File: src/rtl/dtcctf_trg_decoder.sv
// dtcctf_trg_decoder: synchronises the DTC trigger/clock lines, classifies trigger pulses by width and monitors the DTC clock
module dtcctf_trg_decoder #(
  parameter int SYNC_STAGES = 2,
  parameter int TRG_MIN_W   = 2,
  parameter int TRG_MAX_W   = 8,
  parameter int RST_MIN_W   = 32,
  parameter int DEADTIME    = 16,
  parameter int CLK_TIMEOUT = 255
) (
  input  logic        clk,
  input  logic        rst,
  input  logic        dtc_trg,
  input  logic        dtc_clk,
  input  logic        enable,
  output logic        trg_out,
  output logic        resync_out,
  output logic        busy,
  output logic [31:0] trg_cnt,
  output logic [15:0] bad_cnt,
  output logic        clk_ok
);
  localparam int WW = $clog2(RST_MIN_W + 1);
  localparam int DW = $clog2(DEADTIME + 1);
  localparam int TW = $clog2(CLK_TIMEOUT + 1);
  localparam logic [WW-1:0] W_SAT  = WW'(RST_MIN_W);
  localparam logic [WW-1:0] W_MIN  = WW'(TRG_MIN_W);
  localparam logic [WW-1:0] W_MAX  = WW'(TRG_MAX_W);
  localparam logic [DW-1:0] D_INIT = DW'(DEADTIME);
  localparam logic [TW-1:0] T_MAX  = TW'(CLK_TIMEOUT);
  typedef enum logic [1:0] {IDLE, HIGH, DEAD} state_t;
  state_t state, state_n;
  logic [SYNC_STAGES-1:0] trg_sync, clk_sync;
  logic s_trg, s_trg_d, s_clk, clk_edge;
  logic [WW-1:0] w, w_n;
  logic [DW-1:0] dead, dead_n;
  logic [TW-1:0] tcnt;
  logic trg_n, resync_n, bad_n;
  assign s_trg = trg_sync[SYNC_STAGES-1];
  assign s_clk = clk_sync[SYNC_STAGES-1];
  // the clock monitor reacts on the same edge that changes s_clk
  assign clk_edge = clk_sync[SYNC_STAGES-2] != s_clk;
  always_comb begin
    state_n  = state;
    w_n      = w;
    dead_n   = dead;
    trg_n    = 1'b0;
    resync_n = 1'b0;
    bad_n    = 1'b0;
    if (!enable)
      state_n = IDLE;
    else
      unique case (state)
        IDLE: if (s_trg && !s_trg_d) begin
          state_n = HIGH;
          w_n     = WW'(1);
        end
        HIGH: if (s_trg)
          w_n = (w == W_SAT) ? w : w + 1'b1;
        else begin
          state_n = IDLE;
          if (w >= W_SAT)
            resync_n = 1'b1;
          else if (w >= W_MIN && w <= W_MAX) begin
            trg_n   = 1'b1;
            state_n = DEAD;
            dead_n  = D_INIT;
          end else
            bad_n = 1'b1;
        end
        DEAD: begin
          dead_n  = (dead == '0) ? dead : dead - 1'b1;
          state_n = (dead == '0 && !s_trg) ? IDLE : DEAD;
        end
        default: state_n = IDLE;
      endcase
  end
  always_ff @(posedge clk or posedge rst)
    if (rst) begin
      trg_sync   <= '0;
      clk_sync   <= '0;
      s_trg_d    <= 1'b0;
      state      <= IDLE;
      w          <= '0;
      dead       <= '0;
      busy       <= 1'b0;
      trg_out    <= 1'b0;
      resync_out <= 1'b0;
      trg_cnt    <= '0;
      bad_cnt    <= '0;
    end else begin
      trg_sync   <= {trg_sync[SYNC_STAGES-2:0], dtc_trg};
      clk_sync   <= {clk_sync[SYNC_STAGES-2:0], dtc_clk};
      s_trg_d    <= s_trg;
      state      <= state_n;
      w          <= w_n;
      dead       <= dead_n;
      busy       <= state_n != IDLE;
      trg_out    <= trg_n;
      resync_out <= resync_n;
      trg_cnt    <= resync_n ? '0 : trg_cnt + 32'(trg_n);
      if (bad_n && bad_cnt != 16'hFFFF)
        bad_cnt <= bad_cnt + 1'b1;
    end
  always_ff @(posedge clk or posedge rst)
    if (rst) begin
      tcnt   <= '0;
      clk_ok <= 1'b0;
    end else if (clk_edge) begin
      tcnt   <= '0;
      clk_ok <= 1'b1;
    end else if (tcnt != T_MAX) begin
      tcnt <= tcnt + 1'b1;
      if (tcnt == T_MAX - 1'b1)
        clk_ok <= 1'b0;
    end
endmodule
File: config.mk
export PLATFORM = sky130hd
export DESIGN_NAME = dtcctf_trg_decoder
export DESIGN_NICKNAME = d
export VERILOG_FILES = /design/src/rtl/dtcctf_trg_decoder.sv
export SDC_FILE = /design/constraint.sdc
export NUM_CORES = 1
export LEC_CHECK = 0
export BUFFER_PORTS_ARGS = -buffer_cell sky130_fd_sc_hd__buf_2
export CORE_MARGIN = 5
export CORE_UTILIZATION = 24
export CTS_CLUSTER_DIAMETER = 150
export DETAILED_ROUTE_END_ITERATION = 12
export PLACE_DENSITY = 0.37
export SLEW_MARGIN = 25
export SYNTH_ARGS = -nofsm -noshare
export SYNTH_HDL_FRONTEND = slang
export SYNTH_SLANG_ARGS = --single-unit
File: constraint.sdc
create_clock -name clk -period 3.28 [get_ports clk]
set_input_delay 0.492 -clock clk [delete_from_list [all_inputs] [get_ports clk]]
set_output_delay 0.492 -clock clk [all_outputs]
set_load 0.01 [all_outputs]
==> results.txt, run 1 <==
- The run finished with clean final reports.
- At the pin with the least slew margin, the transition time is 747.3 ps.
* Core occupancy in the finished layout: 29.64%
- Synthesis produced a netlist with a net count of 387.
- Global-route wire length before repair: 14540 um
- Die height: 135.8 um
* Number of ports placed on the die boundary: 57
* Number of placement rows: 46
- Detailed placement finished with a half-perimeter wire length of 6246 um.
* Total inserted antenna cells: 0
- Counting along the longest clock path gives a buffer depth of 2.
- The analysis attributes to cell leakage a power of 2.187 nW.
* Ratio of cells with drive above 1 in the final layout: 21.27%
* Clock root buffer master: sky130_fd_sc_hd__clkbuf_16
- The detailed router placed 2885 vias in this run.
* Final RePlAce weighted congestion: 0.7717
- TritonCTS created 9 clock buffers.
* Mean routed wirelength per cell: 13.38 um
- Htree depth: 3
- Final setup vio count: 0
* Final worst-path cycle share: 91.75%
- The worst setup path is captured at a flip-flop.
- Arr. time, crit path: 3270 ps
- Antenna violations before repair: 0
- The detail route stage leaves a number of antenna-violating nets equal to 0.
* Total of fill cells in the finished design: 1645
* Global router's overall resource usage: 10.07%
* Critical-path top delay cell: sky130_fd_sc_hd__or4b_1
* Fraction of the yosys area taken by sequential cells: 51.42%
* Slew HR: 50.01%
- Quantity of hold-fixing buffers added after cts: 0
- IR analysis of the VDD net gives a maximum drop of 0.0002120 V.
- Once the clock tree was built, the resizer swapped 0 gates to a different size.
* Prevailing post-synth register cell: sky130_fd_sc_hd__dfrtp_1
- Most common cell after layout, fill and taps aside: sky130_fd_sc_hd__dfrtp_1
- Compared with the post-synthesis result, the final layout area differs by 22.68%.
- Pin count of the biggest net entering global routing: 36
- At the end of the flow, the number of nets in the layout was 451.
- Switch share: 25.89%
- Net load switching power: 0.6199 mW
* Die Area: 18430 um^2
* First DRT Iteration DRCs: 101
- Max-cap violations: 0
- Post-detailed-route DRC marker count: 0
* Effective utilization at floorplan: 24.16%
- The setup path with the least slack is of type reg -> reg.
- GR Overflow Total: 0
- Count of state elements after synthesis: 78
* Port Buf Inserts: 56
* Clock transition at path regs: 60 ps
- Of all nets on the critical path, the largest fanout is 7.
- For this run, the number of Yosys warnings is 0.
- Maximum cell stage delay along the critical path: 610 ps
* Share of async-settable or async-resettable flops after synthesis: 100.0%
- Clock tree sinks: 78
- In the synthesized netlist, the number of instances is 373.
* Combined area of all synthesized cells: 3796 um^2
* Setup TNS Final: 0 ps
* CTS tree: done
* Final worst path period need: 3009 ps
- Number of hold violations in the final report: 0
- Depth of the worst register-to-register path: 8
- Combinational group share of total power: 10.9%
- The number of global-route vias before repair came to 2803.
* Clk pwr share: 42.4%
- Across the routed clock network, the largest skew measured is 5.962 ps.
* Post-synth EDFFs: 0
- For this run, the detailed router's first-pass iteration total came to 4.
- The total area inside the core boundary comes to 15710 um^2.
- Power per Cell Area: 514.0 nW/um^2
* Yosys cell types: 52
* FMAX: 332.3 MHz
* Clk_lat worst skew: 340 ps
* Power Internal: 1.774 mW
- After detailed routing, the total wire length is 8805 um.
* Required time worst endpoint: 3550 ps
- Setup repair bufs after CTS: 0
- Sequential fraction of design power: 46.7%
- Type of origin of the critical path: flip-flop
- Mean number of vias per cell: 4.384
- Post-synthesis area per instance: 10.18 um^2
- The worst hold path belongs to the class in -> async.
- The final-report max-slew violation count came to 0.
- The top cell types in the final layout, fill and taps aside, are sky130_fd_sc_hd__dfrtp_1, sky130_fd_sc_hd__buf_2, sky130_fd_sc_hd__nor2_1.
* Die boundary width: 135.8 um
- Unrepaired setup endpoints after global routing: false
- Crit-path cells: or4b_1 -> a2111oi_4 -> and2_1 -> ha_1 -> nand4_4 -> or2_1 -> or4_1 -> a21oi_1
through the flow:
stage / hold WS, ps / cell area (um^2) / std cells / setup slack [ps] / total power [mW]
floorplan: 331.2 / 3796 / 373 / 264.8 / 1.305
global placement: 336.2 / 4355 / 642 / 300.2 / 1.404
detailed placement: 336.2 / 4355 / 642 / 236.0 / 1.402
CTS: 234.7 / 4657 / 658 / 248.3 / 2.451
global route: 248.0 / 4657 / 658 / 45.16 / 2.545
finish: 215.1 / 4657 / 658 / 270.5 / 2.394
cell type report:
class / instances / area, um^2 / area share [%]
Clock buffer: 12 / 256.5 / 5.508
Timing Repair Buffer: 62 / 325.3 / 6.985
Multi-Input combinational cell: 273 / 1758 / 37.75
Tap cell: 216 / 270.3 / 5.803
Clock inverter: 4 / 45.04 / 0.9672
Sequential cell: 78 / 1952 / 41.91
Inverter: 13 / 50.05 / 1.075
sequential cells by signal, summed over array words and instances (netlist names):
signal and cells:
trg_cnt 32, bad_cnt 16, tcnt 8, w 6, dead 5, clk_sync 2
state 2, trg_sync 2, busy 1, clk_ok 1, resync_out 1, s_trg_d 1
trg_out 1
logic make-up (layout without fill, tap and decap cells):
kind of cell | count (synthesis) | in the layout | share of synthesized area, %
compound gates | 33 | 33 | 5.834
buf+inv | 22 | 91 | 2.340
flops | 78 | 78 | 51.42
mux | 1 | 1 | 0.2966
xor+xnor | 49 | 49 | 11.31
fa+ha+maj | 9 | 9 | 2.966
simple gates | 181 | 181 | 25.84
Yosys cell counts, drive strengths merged, types with 3 or more instances:
cell type / number / area (um^2)
a21oi: 8 / 40.04
nor2: 45 / 168.9
o21ai: 13 / 65.06
and3: 13 / 82.58
nand4: 22 / 158.9
clkbuf: 7 / 27.52
dfrtp: 78 / 1952
xnor2: 29 / 254.0
nand2: 27 / 101.4
nand3: 22 / 110.1
xor2: 20 / 175.2
or3: 7 / 43.79
or4b: 4 / 47.55
or2: 3 / 18.77
a211oi: 3 / 27.52
ha: 9 / 112.6
and4: 5 / 45.04
inv: 13 / 48.79
nor2b: 4 / 25.02
and2: 5 / 31.28
nor3: 15 / 80.08
path summary, 6_finish.rpt:
kind	from	to	slack, ps
hold reg to reg	trg_sync[0]$_DFF_PP0_	trg_sync[1]$_DFF_PP0_	350
setup / recovery	w[1]$_DFFE_PP0P_	trg_cnt[30]$_DFF_PP0_	270
min in group clk	dtc_clk	clk_sync[0]$_DFF_PP0_	260
setup reg to reg	w[1]$_DFFE_PP0P_	trg_cnt[30]$_DFF_PP0_	270
hold / removal	rst	clk_sync[1]$_DFF_PP0_	220
max in group asynchronous	rst	dead[4]$_DFFE_PP0P_	2230
critical path: cells and delay by family (launching register included):
family                   cells  cell delay, ps
AO/OA/AOI/OAI                2             490
adder cells (fa/ha/maj)      1             220
flip-flops                   1             440
AND/OR/NAND/NOR              5            1790
power groups by stage:
stage	combinational, mW	clock [mW]	sequential, mW
after floorplan	0.174	0	1.13
after global placement	0.270	0	1.13
after detailed placement	0.267	0	1.13
after CTS	0.269	1.06	1.12
after global routing	0.305	1.11	1.13
final	0.261	1.02	1.12
metal layers:
layer | GRT usage (%) | wire length [um] | vias to the layer above
met1 | 12.70 | 4067 | 1385
met2 | 15.74 | 4112 | 49
met3 | 2.823 | 344 | 19
li1 | - | - | 1432
met4 | 5.207 | 280 | 0
met5 | 0 | 0 | -
(Power assumes the default switching activity.)
==> run 2: changes to the inputs <==
clock period = 2.8 ns   (was 3.28 ns; I/O delays follow)
==> results.txt, run 2 (synthesized netlist as in run 1, its figures left out) <==
- Status: completed
- The sum of overflow across all layers after global routing is 0 (unchanged).
- Max FFs per register: 32 (unchanged)
- Critical-path top delay cell: sky130_fd_sc_hd__or4b_4
- Total of fill cells in the finished design: 1660 (+0.91%)
- Peak VDD IR: 0.0002872 V (+35%)
* Routed wire length: 8976 um (+1.9%)
- The detailed router's first-iteration violation count is 133 (+32%).
* CTS max path bufs: 2 (unchanged)
- DRT Pass-1 Iters: 5 (+1)
- The starting density of the core came to 24.16% (unchanged).
- Final RePlAce weighted congestion: 0.7419 (-3.9%)
- Area of the placeable core: 15710 um^2 (unchanged)
- The total number of vias came to 2877 (-0.28%).
- The number of placement rows is 46 (unchanged).
- Pins Over Slew Limit: 0 (unchanged)
- Global router's overall resource usage: 10.35% (+0.27 points)
* Antenna violations before repair: 0 (unchanged)
* Ratio of cells with drive above 1 in the final layout: 23.04% (+1.8 points)
* Worst setup skew after layout: 7.772 ps (+1.810 ps)
- Die height: 135.8 um (unchanged)
* # nets final: 458 (+1.6%)
* CP top delay family: simple AND/OR/NAND/NOR gates
* Post-detailed-route DRC marker count: 0 (unchanged)
- The relative slew slack came to 52.92% (+2.9 points).
- The fmax was 375.5 MHz (+13%).
- Mean number of vias per cell: 4.339 (-1.0%)
- Global-route wire length before repair: 14920 um (+2.7%)
- Crit-path cells: or4b_4 -> a2111oi_4 -> and2_4 -> ha_4 -> nand4_4 -> or2_4 -> or4_1 -> a21oi_2
- The leakage dissipation came to 2.206 nW (+0.87%).
- The worst hold margin came to 169.7 ps (-45.35 ps).
* Die boundary width: 135.8 um (unchanged)
- Type of origin of the critical path: flip-flop
- The diode insertion count for antenna repair was 0 (unchanged).
- Category of the worst setup path capture point: flip-flop
- Worst Slack Setup Final: 137.1 ps (-133.5 ps)
- DRT antenna net count: 0 (unchanged)
* Die Area: 18430 um^2 (unchanged)
- The hold-fix buffer count after cts was 0 (unchanged).
- Growth of design area from synthesis to finish: 23.86%
- Mean routed wirelength per cell: 13.54 um (+1.2%)
- The number of global-route vias before repair came to 2897 (+3.4%).
* Final setup vio count: 0 (unchanged)
- Highest fanout seen on the critical path: 6 (-1)
- The placement-stage worst setup slack is 62.78 ps (-173.2 ps).
* Clock tree sinks: 78 (unchanged)
* Power per Cell Area: 574.3 nW/um^2 (+12%)
- HP Class: in -> async
- CTS tree: done
* Clock transition at path regs: 60 ps (about the same)
- The final core utilization was 29.93% (+0.29 points).
* Final worst-path cycle share: 95.11% (+3.4 points)
* Most common cell after layout, fill and taps aside: sky130_fd_sc_hd__dfrtp_1
* Arr. time, crit path: 2930 ps (-340 ps)
- The measured slew at the worst slew-check pin was 705.4 ps (-41.90 ps).
- The data required time of the worst path was 3060 ps (-490 ps).
* Final worst path period need: 2663 ps (-346.5 ps)
* Number of ports placed on the die boundary: 57 (unchanged)
* Clk_lat worst skew: 340 ps (about the same)
- The total count of hold-check failures in the final report was 0 (unchanged).
- The number of maximum-capacitance violations was 0 (unchanged).
* Commonest cells after routing, fill and taps aside: sky130_fd_sc_hd__dfrtp_1, sky130_fd_sc_hd__buf_2, sky130_fd_sc_hd__nor2_1
- The number of I/O port buffers is 56 (unchanged).
* Largest Register: trg_cnt
- The largest registers in the layout are trg_cnt x32, bad_cnt x16, tcnt x8.
- Setup TNS Final: 0 ps (unchanged)
- The worst stage delay on the critical path was 560 ps (-50 ps).
- Number of buffers and inverters on the critical path: 0 (unchanged)
* Type of the worst setup path: reg -> reg
- The TritonCTS buffer count is 9 (unchanged).
* Half-perimeter wire length after detailed placement: 6404 um (+2.5%)
- Htree depth: 3 (unchanged)
- The root buffer cell chosen for the clock tree is sky130_fd_sc_hd__clkbuf_16.
- Pin count of the biggest net entering global routing: 43 (+19%)
* Unrepaired setup endpoints after global routing: false
## run 2: worst paths after layout
check                                          end  slack (ps)                   from  cells past startpoint
max reg2reg                  trg_cnt[30]$_DFF_PP0_         140       w[0]$_DFFE_PP0P_                      8
min reg2reg                  trg_sync[1]$_DFF_PP0_         350  trg_sync[0]$_DFF_PP0_                      0
max in group asynchronous    trg_cnt[31]$_DFF_PP0_        1950                    rst                      3
min in group clk             clk_sync[0]$_DFF_PP0_         190                dtc_clk                      1
min                        bad_cnt[13]$_DFFE_PP0P_         170                    rst                      2
max                          trg_cnt[30]$_DFF_PP0_         140       w[0]$_DFFE_PP0P_                      8
## run 2: worst reg2reg max path, stage by stage, from the launching register on
cell	delay (ps)
sky130_fd_sc_hd__dfrtp_1	380
sky130_fd_sc_hd__or4b_4	560
sky130_fd_sc_hd__a2111oi_4	330
sky130_fd_sc_hd__and2_4	210
sky130_fd_sc_hd__ha_4	140
sky130_fd_sc_hd__nand4_4	90
sky130_fd_sc_hd__or2_4	270
sky130_fd_sc_hd__or4_1	500
sky130_fd_sc_hd__a21oi_2	130
## run 2: per-layer routing
metal | part of all wire, % | GRT usage [%] | vias to the layer above
met4 | 2.4 | 5.207 | 0
met3 | 3.4 | 2.415 | 13
met2 | 48 | 16.73 | 39
met5 | 0 | 0 | -
li1 | - | - | 1441
met1 | 46 | 12.93 | 1384
## run 2: final cells by class
type,instances,area [um^2],share of cell area (%)
timing repair buffer,69,390.4,8.302
clock buffer,12,246.5,5.242
tap,216,270.3,5.748
inverter,13,50.05,1.064
sequential,78,1952,41.51
clock inverter,2,10.01,0.2129
multi-input combinational,273,1783,37.92
## run 2: stage by stage
stage	total power, mW	instance area (um^2)	cells
floorplan	1.535	3815	373
global placement	1.675	4439	649
detailed placement	1.677	4439	649
CTS	2.766	4696	663
global route	2.872	4702	663
finish	2.700	4702	663
## run 2: timing repair
action	in CTS	in global routing
buffers inserted	0	0
resized for setup	0	2
endpoints found under the setup margin	0	2
## run 2: report_power, final
group          switching (mW)  internal (mW)  total (mW)
combinational           0.195          0.154       0.350
clock                   0.441          0.612        1.05
sequential             0.0850           1.21        1.30
total                   0.722           1.98        2.70
